===== config.mk =====
export PLATFORM = sky130hd
export DESIGN_NAME = tri_wave_ctrl
export DESIGN_NICKNAME = d
export VERILOG_FILES = /design/src/rtl/tri_wave_ctrl_pkg.sv /design/src/rtl/tri_wave_ctrl_tick_div.sv /design/src/rtl/tri_wave_ctrl.sv
export SDC_FILE = /design/constraint.sdc
export NUM_CORES = 1
export LEC_CHECK = 0
export ABC_CLOCK_PERIOD_IN_PS = 11600
export CORE_MARGIN = 5
export CORE_UTILIZATION = 40
export CTS_BUF_LIST = sky130_fd_sc_hd__clkbuf_2
export DETAILED_ROUTE_END_ITERATION = 16
export SLEW_MARGIN = 20
export SYNTH_ARGS = -nofsm -noshare
export SYNTH_HDL_FRONTEND = slang
export SYNTH_HIERARCHICAL = 1
export SYNTH_SLANG_ARGS = --single-unit

===== constraint.sdc =====
create_clock -name clk -period 11.6 [get_ports clk]
set_input_delay 1.16 -clock clk [delete_from_list [all_inputs] [get_ports clk]]
set_output_delay 1.16 -clock clk [all_outputs]
set_load 0.02 [all_outputs]

===== src/rtl/tri_wave_ctrl_pkg.sv =====
// rtl/tri_wave_ctrl_pkg.sv - shared widths, constants and FSM encoding for the triangle wave controller
package tri_wave_ctrl_pkg;

  localparam int WAVE_W = 12;
  localparam int CFG_W  = 8;

  // Value the wave output parks at while the block is held in reset.
  localparam logic [WAVE_W-1:0] WAVE_MID = 12'h800;

  typedef enum logic [1:0] {
    IDLE   = 2'd0,
    UP     = 2'd1,
    DOWN   = 2'd2,
    FINISH = 2'd3
  } state_t;

  // Period counter increments but never wraps past all-ones.
  function automatic logic [CFG_W-1:0] sat_inc(input logic [CFG_W-1:0] v);
    return (v == {CFG_W{1'b1}}) ? v : v + 1'b1;
  endfunction

endpackage


===== src/rtl/tri_wave_ctrl_tick_div.sv =====
// rtl/tri_wave_ctrl_tick_div.sv - programmable tick divider, one tick every div+1 clocks
module tick_div
  import tri_wave_ctrl_pkg::*;
(
  input  logic             clk,
  input  logic             rst_n,
  input  logic             clr,
  input  logic [CFG_W-1:0] div,
  output logic             tick
);

  logic [CFG_W-1:0] cnt;

  // No tick while held clear, so the first tick lands div+1 clocks after release.
  assign tick = !clr && (cnt == div);

  // Count 0..div, reloading 0 after the terminal count or whenever cleared.
  always_ff @(posedge clk or negedge rst_n) begin
    if (!rst_n) begin
      cnt <= '0;
    end else if (clr || (cnt == div)) begin
      cnt <= '0;
    end else begin
      cnt <= cnt + 1'b1;
    end
  end

endmodule


===== src/rtl/tri_wave_ctrl.sv =====
// rtl/tri_wave_ctrl.sv - triangle wave generator with config handshake, period counting and stop/done control
module tri_wave_ctrl
  import tri_wave_ctrl_pkg::*;
#(
  parameter logic [WAVE_W-1:0] DEF_LO   = 12'h000,
  parameter logic [WAVE_W-1:0] DEF_HI   = 12'hFFE,
  parameter logic [CFG_W-1:0]  DEF_STEP = 8'd2,
  parameter logic [CFG_W-1:0]  DEF_DIV  = 8'd1
) (
  input  logic              clk,
  input  logic              rst_n,
  input  logic              cfg_valid,
  output logic              cfg_ready,
  input  logic [WAVE_W-1:0] cfg_lo,
  input  logic [WAVE_W-1:0] cfg_hi,
  input  logic [CFG_W-1:0]  cfg_step,
  input  logic [CFG_W-1:0]  cfg_div,
  input  logic [CFG_W-1:0]  cfg_periods,
  output logic              cfg_err,
  input  logic              start,
  input  logic              stop,
  output logic              busy,
  output logic              done,
  output logic [WAVE_W-1:0] wave,
  output logic              sample_strobe,
  output logic [CFG_W-1:0]  period_cnt
);

  state_t            state, state_n;
  logic [WAVE_W-1:0] lo_q, hi_q, lo_n, hi_n;
  logic [CFG_W-1:0]  step_q, div_q, per_q, step_n, div_n, per_n;
  logic [WAVE_W-1:0] wave_n;
  logic [CFG_W-1:0]  pcnt_n, pcnt_inc;
  logic              strobe_n, done_n, err_n;
  logic [WAVE_W:0]   sum, diff;
  logic              tick, div_clr;

  assign cfg_ready = (state == IDLE);
  assign busy      = (state != IDLE);

  // The divider only runs while the wave is actually moving.
  assign div_clr = (state == IDLE) || (state == FINISH);

  tick_div u_tick_div (
    .clk   (clk),
    .rst_n (rst_n),
    .clr   (div_clr),
    .div   (div_q),
    .tick  (tick)
  );

  // State, wave datapath and config registers.
  always_ff @(posedge clk or negedge rst_n) begin
    if (!rst_n) begin
      state         <= IDLE;
      wave          <= WAVE_MID;
      sample_strobe <= 1'b0;
      done          <= 1'b0;
      cfg_err       <= 1'b0;
      period_cnt    <= '0;
      lo_q          <= DEF_LO;
      hi_q          <= DEF_HI;
      step_q        <= DEF_STEP;
      div_q         <= DEF_DIV;
      per_q         <= '0;
    end else begin
      state         <= state_n;
      wave          <= wave_n;
      sample_strobe <= strobe_n;
      done          <= done_n;
      cfg_err       <= err_n;
      period_cnt    <= pcnt_n;
      lo_q          <= lo_n;
      hi_q          <= hi_n;
      step_q        <= step_n;
      div_q         <= div_n;
      per_q         <= per_n;
    end
  end

  // Next-state, next-wave and pulse generation; 13-bit arithmetic keeps the
  // edge compares free of overflow and underflow wrap.
  always_comb begin
    state_n  = state;
    wave_n   = wave;
    pcnt_n   = period_cnt;
    strobe_n = 1'b0;
    done_n   = 1'b0;
    err_n    = 1'b0;
    lo_n     = lo_q;
    hi_n     = hi_q;
    step_n   = step_q;
    div_n    = div_q;
    per_n    = per_q;
    sum      = {1'b0, wave} + {{(WAVE_W+1-CFG_W){1'b0}}, step_q};
    diff     = {1'b0, wave} - {{(WAVE_W+1-CFG_W){1'b0}}, step_q};
    pcnt_inc = sat_inc(period_cnt);

    case (state)
      IDLE: begin
        if (cfg_valid) begin
          if ((cfg_step == '0) || (cfg_lo >= cfg_hi)) begin
            err_n = 1'b1;
          end else begin
            lo_n   = cfg_lo;
            hi_n   = cfg_hi;
            step_n = cfg_step;
            div_n  = cfg_div;
            per_n  = cfg_periods;
          end
        end
        if (start && !stop) begin
          state_n  = UP;
          wave_n   = lo_q;
          pcnt_n   = '0;
          strobe_n = 1'b1;
        end
      end

      UP: begin
        if (stop) begin
          state_n = IDLE;
          wave_n  = lo_q;
        end else if (tick) begin
          strobe_n = 1'b1;
          if (sum >= {1'b0, hi_q}) begin
            wave_n  = hi_q;
            state_n = DOWN;
          end else begin
            wave_n = sum[WAVE_W-1:0];
          end
        end
      end

      DOWN: begin
        if (stop) begin
          state_n = IDLE;
          wave_n  = lo_q;
        end else if (tick) begin
          strobe_n = 1'b1;
          if ($signed(diff) <= $signed({1'b0, lo_q})) begin
            wave_n = lo_q;
            pcnt_n = pcnt_inc;
            if ((per_q != '0) && (pcnt_inc == per_q)) begin
              state_n = FINISH;
              done_n  = 1'b1;
            end else begin
              state_n = UP;
            end
          end else begin
            wave_n = diff[WAVE_W-1:0];
          end
        end
      end

      FINISH: begin
        state_n = IDLE;
      end

      default: begin
        state_n = IDLE;
      end
    endcase
  end

endmodule


# Word level (Yosys, flattened, before mapping)
# Cells that the tools add are included.
totals:
  ff_bits: 81
  in_bits: 53
  output_inout_bits: 25
  wordCells: 89
op_classes:
  n_addsub: 4
  order_cmp: 3
  eq_ne: 14
  n_mux: 36
  bitwise_logic: 1
  n_reduce_logical: 19
ops:
  columns: ["cell", "n"]
  rows:
  - ["$mux W12", 7]
  - ["$mux W8", 6]
  - ["$pmux W12 S3", 1]
  - ["$add A8 B1 Y8 const B", 2]
  - ["$eq A8 B8 Y1", 2]
  - ["$mux W2", 8]
  - ["$pmux W8 S2", 1]
  - ["$add A12 B8 Y13", 1]
  - ["$ge A13 B12 Y1", 1]
  - ["$le A13 B13 Y1", 1]
  - ["$sub A12 B8 Y13", 1]
  - ["$ge A12 B12 Y1", 1]
  - ["$ne A3 B3 Y1 const B", 4]
  - ["$mux W1", 11]
  - ["$reduce_and A5 Y1", 2]
  - ["$eq A8 B8 Y1 const B", 1]
  - ["$logic_not A8 Y1", 1]
  - ["$pmux W2 S4", 1]
  - ["$reduce_bool A8 Y1", 1]
  - ["$ne A2 B2 Y1 const B", 3]
  - ["$eq A2 B2 Y1 const B", 2]
  - ["$reduce_and A4 Y1", 1]
  - ["$reduce_bool A2 Y1", 2]
  - ["$logic_and A1 B1 Y1", 3]
  - ["other kinds (10)", 13]

# Depth between registers and ports, before layout
# Gate-level depths: netlist of run 1.
depth:
  ltp_word: 9
  ltp_mapped: 19
  mapped_depth_nobuf: 18

# By module
# Netlist of run 1, hierarchy kept.
modules_own_cells:
  columns: ["mod", "n_inst", "cells_each", "area_per_inst_um2", "seq_area_each_um2"]
  rows:
  - ["tri_wave_ctrl", 1, 585, 5479.0, 1844.3]
  - ["tick_div", 1, 46, 524.3, 200.2]

# Worst setup path before layout of run 1
# Ideal clock, no wire load.
synth_timing:
  kind: "register -> register"
  from: "reg wave[2]"
  to: "reg wave[3]"
  t_arrival_ns: 3.745
  required_time_ns: 11.476
  slack_ns: 7.731
  stages_incl_launch_ff: 17
  n_path_buf: 2
  period_less_slack_ns: 3.869
  cell_sequence: "dfrtp_1 -> ha_1 -> buf_6 -> or2b_1 -> o311ai_0 -> a2111oi_0 -> o2111ai_1 -> xnor2_1 -> ha_1 -> nor4_1 -> o211ai_1 -> a21oi_1 -> o22a_1 -> buf_2 -> mux2_1 -> a221oi_2 -> nor2_1"
synth_between:
  elab_chain_cells: 6
  word_cells_on_any_way: 11
synth_lines:
  columns: ["item", "line_no", "text"]
  rows:
  - ["start: declaration", "tri_wave_ctrl.sv:24", "output logic [WAVE_W-1:0] wave,"]
  - ["start signal: assignment", "tri_wave_ctrl.sv:68", "wave <= wave_n;"]
  - ["$sub A12 B8 Y13 or $add A12 B8 Y13 (tied branches)", "tri_wave_ctrl.sv:96, tri_wave_ctrl.sv:95", null]
  - ["$le A13 B13 Y1 or $ge A13 B12 Y1 (tied branches)", "tri_wave_ctrl.sv:141, tri_wave_ctrl.sv:126", null]
  - ["$mux W12 (on tied branches)", "tri_wave_ctrl.sv:141, tri_wave_ctrl.sv:126", null]
  - ["$mux W12 (on tied branches)", "tri_wave_ctrl.sv:139, tri_wave_ctrl.sv:124", null]
  - ["$mux W12 (on tied branches)", "tri_wave_ctrl.sv:136, tri_wave_ctrl.sv:121", null]
  - ["$pmux W12 S3 *", "tri_wave_ctrl.sv:99", "case (state)"]
# Mark *: on every way between the ends. The rest lies on a longest branch, timed or not. The select of a mux whose other input is x is not followed.
# A chain may end at the register's enable or synchronous reset.

# Final worst setup path of run 1
layout_timing:
  from: "reg step_q[1]"
  to: "reg wave[3]"
layout_between:
  elab_chain_cells: 6
  word_cells_on_any_way: 11
layout_lines:
  columns: ["item", "line_no", "text"]
  rows:
  - ["start: declaration", "tri_wave_ctrl.sv:31", "logic [CFG_W-1:0] step_q, div_q, per_q, step_n, div_n, per_n;"]
  - ["start signal: assignment", "tri_wave_ctrl.sv:75", "step_q <= step_n;"]
  - ["$sub A12 B8 Y13 or $add A12 B8 Y13 (tied branches)", "tri_wave_ctrl.sv:96, tri_wave_ctrl.sv:95", null]
  - ["$le A13 B13 Y1 or $ge A13 B12 Y1 (tied branches)", "tri_wave_ctrl.sv:141, tri_wave_ctrl.sv:126", null]
  - ["$mux W12 (on tied branches)", "tri_wave_ctrl.sv:141, tri_wave_ctrl.sv:126", null]
  - ["$mux W12 (on tied branches)", "tri_wave_ctrl.sv:139, tri_wave_ctrl.sv:124", null]
  - ["$mux W12 (on tied branches)", "tri_wave_ctrl.sv:136, tri_wave_ctrl.sv:121", null]
  - ["$pmux W12 S3 *", "tri_wave_ctrl.sv:99", null]
# Marks and branches as above.

==> results of run 1 <==
==> through the flow <==
step,setup WS [ns],total power [µW],utilization
global route,6.587,2619,0.4799
global placement,6.987,2185,0.4722
CTS,6.927,2388,0.4799
detailed placement,6.939,2224,0.4722
floorplan,7.731,1763,-
finish,6.891,2391,0.4799
==> kinds of logic after synthesis <==
group                    count (synthesis)
AND/OR/NAND/NOR                        160
AO/OA/AOI/OAI                          149
buffers and inverters                   89
flip-flops                              81
adder cells (fa/ha/maj)                 60
multiplexers                            56
XOR/XNOR                                36
==> flip-flops by register name, indices dropped and copies added, names as in the netlist <==
register	cells
hi_q	12
lo_q	12
wave	12
div_q	8
per_q	8
period_cnt	8
step_q	8
u_tick_div/cnt	8
state	2
cfg_err	1
done	1
sample_strobe	1
==> worst paths after layout <==
check	from	end	slack, ns	cells past startpoint
hold reg to reg	hi_q[6]$_DFFE_PN1P_	hi_q[6]$_DFFE_PN1P_	0.52	2
max in group asynchronous	rst_n	wave[2]$_DFFE_PN0P_	10.09	2
setup reg to reg	step_q[1]$_DFFE_PN1P_	wave[3]$_DFFE_PN0P_	6.89	15
hold / removal	rst_n	wave[9]$_DFFE_PN0P_	0.47	1
setup / recovery	step_q[1]$_DFFE_PN1P_	wave[3]$_DFFE_PN0P_	6.89	15
min in group clk	hi_q[6]$_DFFE_PN1P_	hi_q[6]$_DFFE_PN1P_	0.52	2
==> cell type report <==
class                      instances  share of cell area
multi-input combinational        461              0.5120
sequential                        81              0.2909
timing repair buffer              80              0.1125
inverter                          67             0.03578
tap                              184             0.03276
clock inverter                     5            0.008189
clock buffer                      11            0.007833
==> worst max-delay path, delay by kind of cell, from the launching register on <==
kind	cells	cell delay (ns)
compound gates	7	2.35
fa+ha+maj	2	0.49
simple gates	3	0.53
mux	1	0.39
xor+xnor	1	0.19
buf+inv	1	0.08
flops	1	0.61
==> per-layer routing <==
layer  track usage  vias up  part of all wire
met2        0.2859      154              0.45
met5             0        -                 0
met3       0.03493       28             0.047
met1        0.2520     2422              0.47
li1              -     2397                 -
met4       0.08199        0             0.031
==> power breakdown <==
group          internal, µW  switching [µW]
Sequential              425             143
Clock                  51.0             105
Combinational           701             966
==> cell usage in the layout, fill, tap and decap left out, types with 4 or more instances in the layout <==
master	count
xor2_1	19
nand4_1	7
a21oi_1	36
clkdlybuf4s50_1	76
xnor2_1	16
or3_1	9
nor2b_1	7
ha_1	58
nor4_1	6
o21ai_0	34
a31oi_1	7
o211ai_1	7
nor2_1	37
or4_1	4
o22ai_1	6
mux2_2	37
dfrtp_1	67
buf_4	4
a211oi_1	9
clkbuf_2	11
inv_1	67
mux2i_1	18
nand2b_1	9
nand3_1	16
nand2_1	37
dfstp_2	14
a221oi_1	4
nor3_1	9
==> impl_metrics.toml, run 1 <==
[finish]
nFillCells = 1404
area_growth_pct = 17.07
drive_gt1_frac = 0.1234
multiInputGateArea_um2 = 3598
fin_area_um2 = 7028
seqCellArea_um2 = 2044
fin_cells = 889
finalNetCount = 813
antenna_cells = 0

[timing]
max_slew.worst_pin.slew_ns = 0.9872
slew_viol_final = 0
period_needed_ns = 4.709
fmax_ghz = 0.2124
relSlewSlack = 0.3358
final_hold_viol_count = 0
grt_setup_unrepaired = "false"
fin_setup_tns_ns = 0
final.setup_skew_ns = 0.05189
whs_ns = 0.4705
period_share = 0.4060
finalSetupViolCount = 0

[synthesis]
synth-seq-area-share = 0.3406
synth_area_leaders = "dfrtp_1 28%, ha_1 12%, mux2_2 6.9%, dfstp_2 6.1%, inv_1 4.2%"
synth_cell_types = 78
syn-cell-area_um2 = 6003
synth-edff-count = 0
synthTopCellsByCount = "67 x dfrtp_1, 67 x inv_1, 58 x ha_1"
synth_fa_ha_area_frac = 0.1276
synth_xor_xnor_area_share = 0.05377
synth-simple-area-share = 0.1428
ys_ff_latch = 81
syn_nets = 744
syn_area_per_cell_um2 = 9.514
synth_top_family_by_area = "compound AO/OA/AOI/OAI gates"
synth_top_area_cell = "dfrtp_1"
synth_ff_type = "dfrtp_1"
synth_compound_area_frac = 0.1732
async_flop_share = 1.000
syn_inst = 631
synth_top_area_frac = 0.2793
yosysWarnings = 6
synthMuxAreaShare = 0.1013

[detailed_routing]
dr_total_vias = 5001
wl_per_cell_um = 18.11
final_antenna_net_count = 0
drt_pass1_iterations = 5
avgViaCountPerCell = 5.625
drc = 0
wirelength_um = 16100
drt_iter0_markers = 410

[clock_network]
cts_buffer_depth = 2
ctsResizeCount = 0
post_cts_buffers = 0
cts_hold_buf = 0
htreeDepth = 3
cts_tree = "yes"
clock-sinks = 81
cts_buffers = 9
clk_pin_slew_ns = 0.24
clk_latency_ns = 0.60
clockRootBuffer = "clkbuf_2"

[min_path]
min_path_type = "primary input to asynchronous set/reset pin"

[global_routing]
grtUsageTotal = 0.1848
grt_pass1_wl_um = 26050
first_global_vias = 4984
grt_max_degree = 53
antenna_found_initial = 0
overflow = 0

[critical_path]
required_ns = 12.09
max_stage_delay_ns = 0.67
slowest_stage = "a2111oi_0"
cpMostUsedCell = "ha_1"
path_max_fanout = 12
cp_cell_sequence = "inv_1 > ha_1 > nor2b_1 > o311ai_0 > a2111oi_0 > o2111ai_1 > xnor2_1 > ha_1 > nor4_1 > o211ai_1 > a21oi_1 > o22a_1 > mux2_1 > a221oi_2 > nor2_1"
cp.arrival_ns = 5.20
critPathKind = "flop to flop"
end_kind = "flop"
startpoint_type = "flop"

[place]
port_buffers = 77
place_congestion = 0.8951
dp_cells = 873
place_area_um2 = 6915
dpl.hpwl_um = 12460

[floorplan]
die_h_um = 132.5
initial_utilization = 0.4099
die_x_um = 132.5
io_pins = 78
die_area_um2 = 17560
fp-row-count = 44
core-area_um2 = 14640

[pwr]
power_density_nw_per_um2 = 340.3
power.leakage_uw = 0.003140
ir_drop_v = 0.0001645

[run]
max-cap-violations = 0

[status]
outcome = "completed"
(Power assumes the default switching activity.)
==> run 2: changes to the inputs <==
Settings changed: ABC_CLOCK_PERIOD_IN_PS 11600 to 3900.
Clock period 11.6 ns to 3.9 ns, I/O delays scaled along.
==> impl_metrics.toml, run 2 (same netlist as run 1, synthesis figures left out) <==
[global_routing]
overflow = 0
grt_max_degree = 62
first_global_vias = 5265
grt_pass1_wl_um = 27590
grtUsageTotal = 0.1941
antenna_found_initial = 1

[detailed_routing]
drt_pass1_iterations = 5
wl_per_cell_um = 18.18
drt_iter0_markers = 329
final_antenna_net_count = 0
dr_total_vias = 5253
avgViaCountPerCell = 5.460
wirelength_um = 17490
drc = 0

[clock_network]
cts_tree = "yes"
cts_buffers = 9
clock-sinks = 81
cts_buffer_depth = 2
htreeDepth = 3
clk_latency_ns = 0.58
clk_pin_slew_ns = 0.27
clockRootBuffer = "clkbuf_2"

[finish]
drive_gt1_frac = 0.2896
finalNetCount = 885
area_growth_pct = 34.83
fin_area_um2 = 8094
layout_commonest_cell = "clkdlybuf4s50_1"
final_cell_mix = "76 x clkdlybuf4s50_1, 66 x dfrtp_1, 65 x inv_1, 63 x buf_4, 49 x ha_1"
reg.largest.list = "hi_q (12), lo_q (12), wave (12)"
nFillCells = 1299

[critical_path]
cp_cell_sequence = "inv_2 > buf_4 > fa_2 > or2_4 > a221oi_4 > o211ai_2 > xnor2_1 > ha_2 > nand2_1 > o211ai_1 > a21oi_2 > buf_4 > o22ai_4 > nor2_1 > or4_1 > a31oi_1"
startpoint_type = "flop"
cpMostUsedCell = "buf_4"
slowest_stage = "dfstp_2"
max_stage_delay_ns = 0.59
path_max_fanout = 7
cp.arrival_ns = 4.41
required_ns = 4.40
end_kind = "flop"
rrSetupSlack_ns = -0.008
critPathKind = "flop to flop"

[timing]
fmax_ghz = 0.2559
grt_setup_unrepaired = "true"
period_needed_ns = 3.908
slew_viol_final = 0
layout_setup_ws_ns = -0.007863
final_hold_viol_count = 0
finalSetupViolCount = 1
relSlewSlack = 0.2709
final.setup_skew_ns = 0.03616
max_slew.worst_pin.slew_ns = 1.085
period_share = 1.002
whs_ns = 0.2962

[place]
place_congestion = 0.8704
place_area_um2 = 7311
dpl.hpwl_um = 13010
port_buffers = 77

[floorplan]
die_h_um = 132.5
fp-row-count = 44
die_area_um2 = 17560
io_pins = 78
die_x_um = 132.5
core-area_um2 = 14640
initial_utilization = 0.4099

[status]
violations = "setup timing"
outcome = "finished, violations left"

[min_path]
min_path_type = "primary input to flop"

[run]
max-cap-violations = 0
[run 2: metrics by stage]
stage	std cells	util	setup WS, ns	setup TNS, ns
floorplan	631	-	0.03093	0
CTS	941	0.5167	0.001199	0
global route	962	0.5527	-0.2219	-2.602
global placement	919	0.4992	-0.1977	-2.098
finish	962	0.5527	-0.007863	-0.007863
detailed placement	919	0.4992	-0.3093	-4.488
[run 2: final timing paths]
check | from | end | depth (start not counted)
hold / removal | cfg_hi[9] | hi_q[9]$_DFFE_PN1P_ | 3
setup / recovery | step_q[1]$_DFFE_PN1P_ | wave[7]$_DFFE_PN0P_ | 16
hold reg to reg | hi_q[7]$_DFFE_PN1P_ | hi_q[7]$_DFFE_PN1P_ | 2
min in group asynchronous | rst_n | step_q[7]$_DFFE_PN0P_ | 2
setup reg to reg | step_q[1]$_DFFE_PN1P_ | wave[7]$_DFFE_PN0P_ | 16
max in group asynchronous | rst_n | hi_q[10]$_DFFE_PN1P_ | 3
[run 2: layer usage]
metal,vias to the layer above,wire length (µm),GRT usage,share of wire
li1,2545,-,-,-
met1,2543,7840,0.2666,0.45
met2,145,8357,0.3191,0.48
met3,20,971,0.02885,0.056
met4,0,316,0.05485,0.018
met5,-,0,0,0
[run 2: critical path, delay by kind of cell, from the launching register on]
| kind | cells | cell delay [ns] |
|---|---|---|
| XOR/XNOR | 1 | 0.18 |
| AO/OA/AOI/OAI | 6 | 1.17 |
| adder cells (fa/ha/maj) | 2 | 0.71 |
| AND/OR/NAND/NOR | 4 | 0.87 |
| buffers and inverters | 3 | 0.34 |
| flip-flops | 1 | 0.59 |
[run 2: what timing repair did]
item / CTS / global route
pin swaps: 18 / 26
gates cloned: 0 / 2
hold endpoints to repair: 52 / 0
hold buffers: 1 / 0
buffers inserted: 5 / 18
gates resized for setup: 23 / 77
endpoints found under the setup margin: 22 / 22
[run 2: final cells by class]
type	instances	area, µm²	area share
multi-input cells	461	4008	0.4951
flip-flops and latches	81	2046	0.2527
repair buffers	152	1441	0.1781
inverters	67	251.5	0.03107
well taps	184	230.2	0.02844
clock inverters	7	70.07	0.008657
clock buffers	9	45.04	0.005565
diodes	1	2.502	0.0003092
Power of run 2 is not shown: default switching activity piles up to over one toggle a cycle in this logic, so the estimate is an artifact.
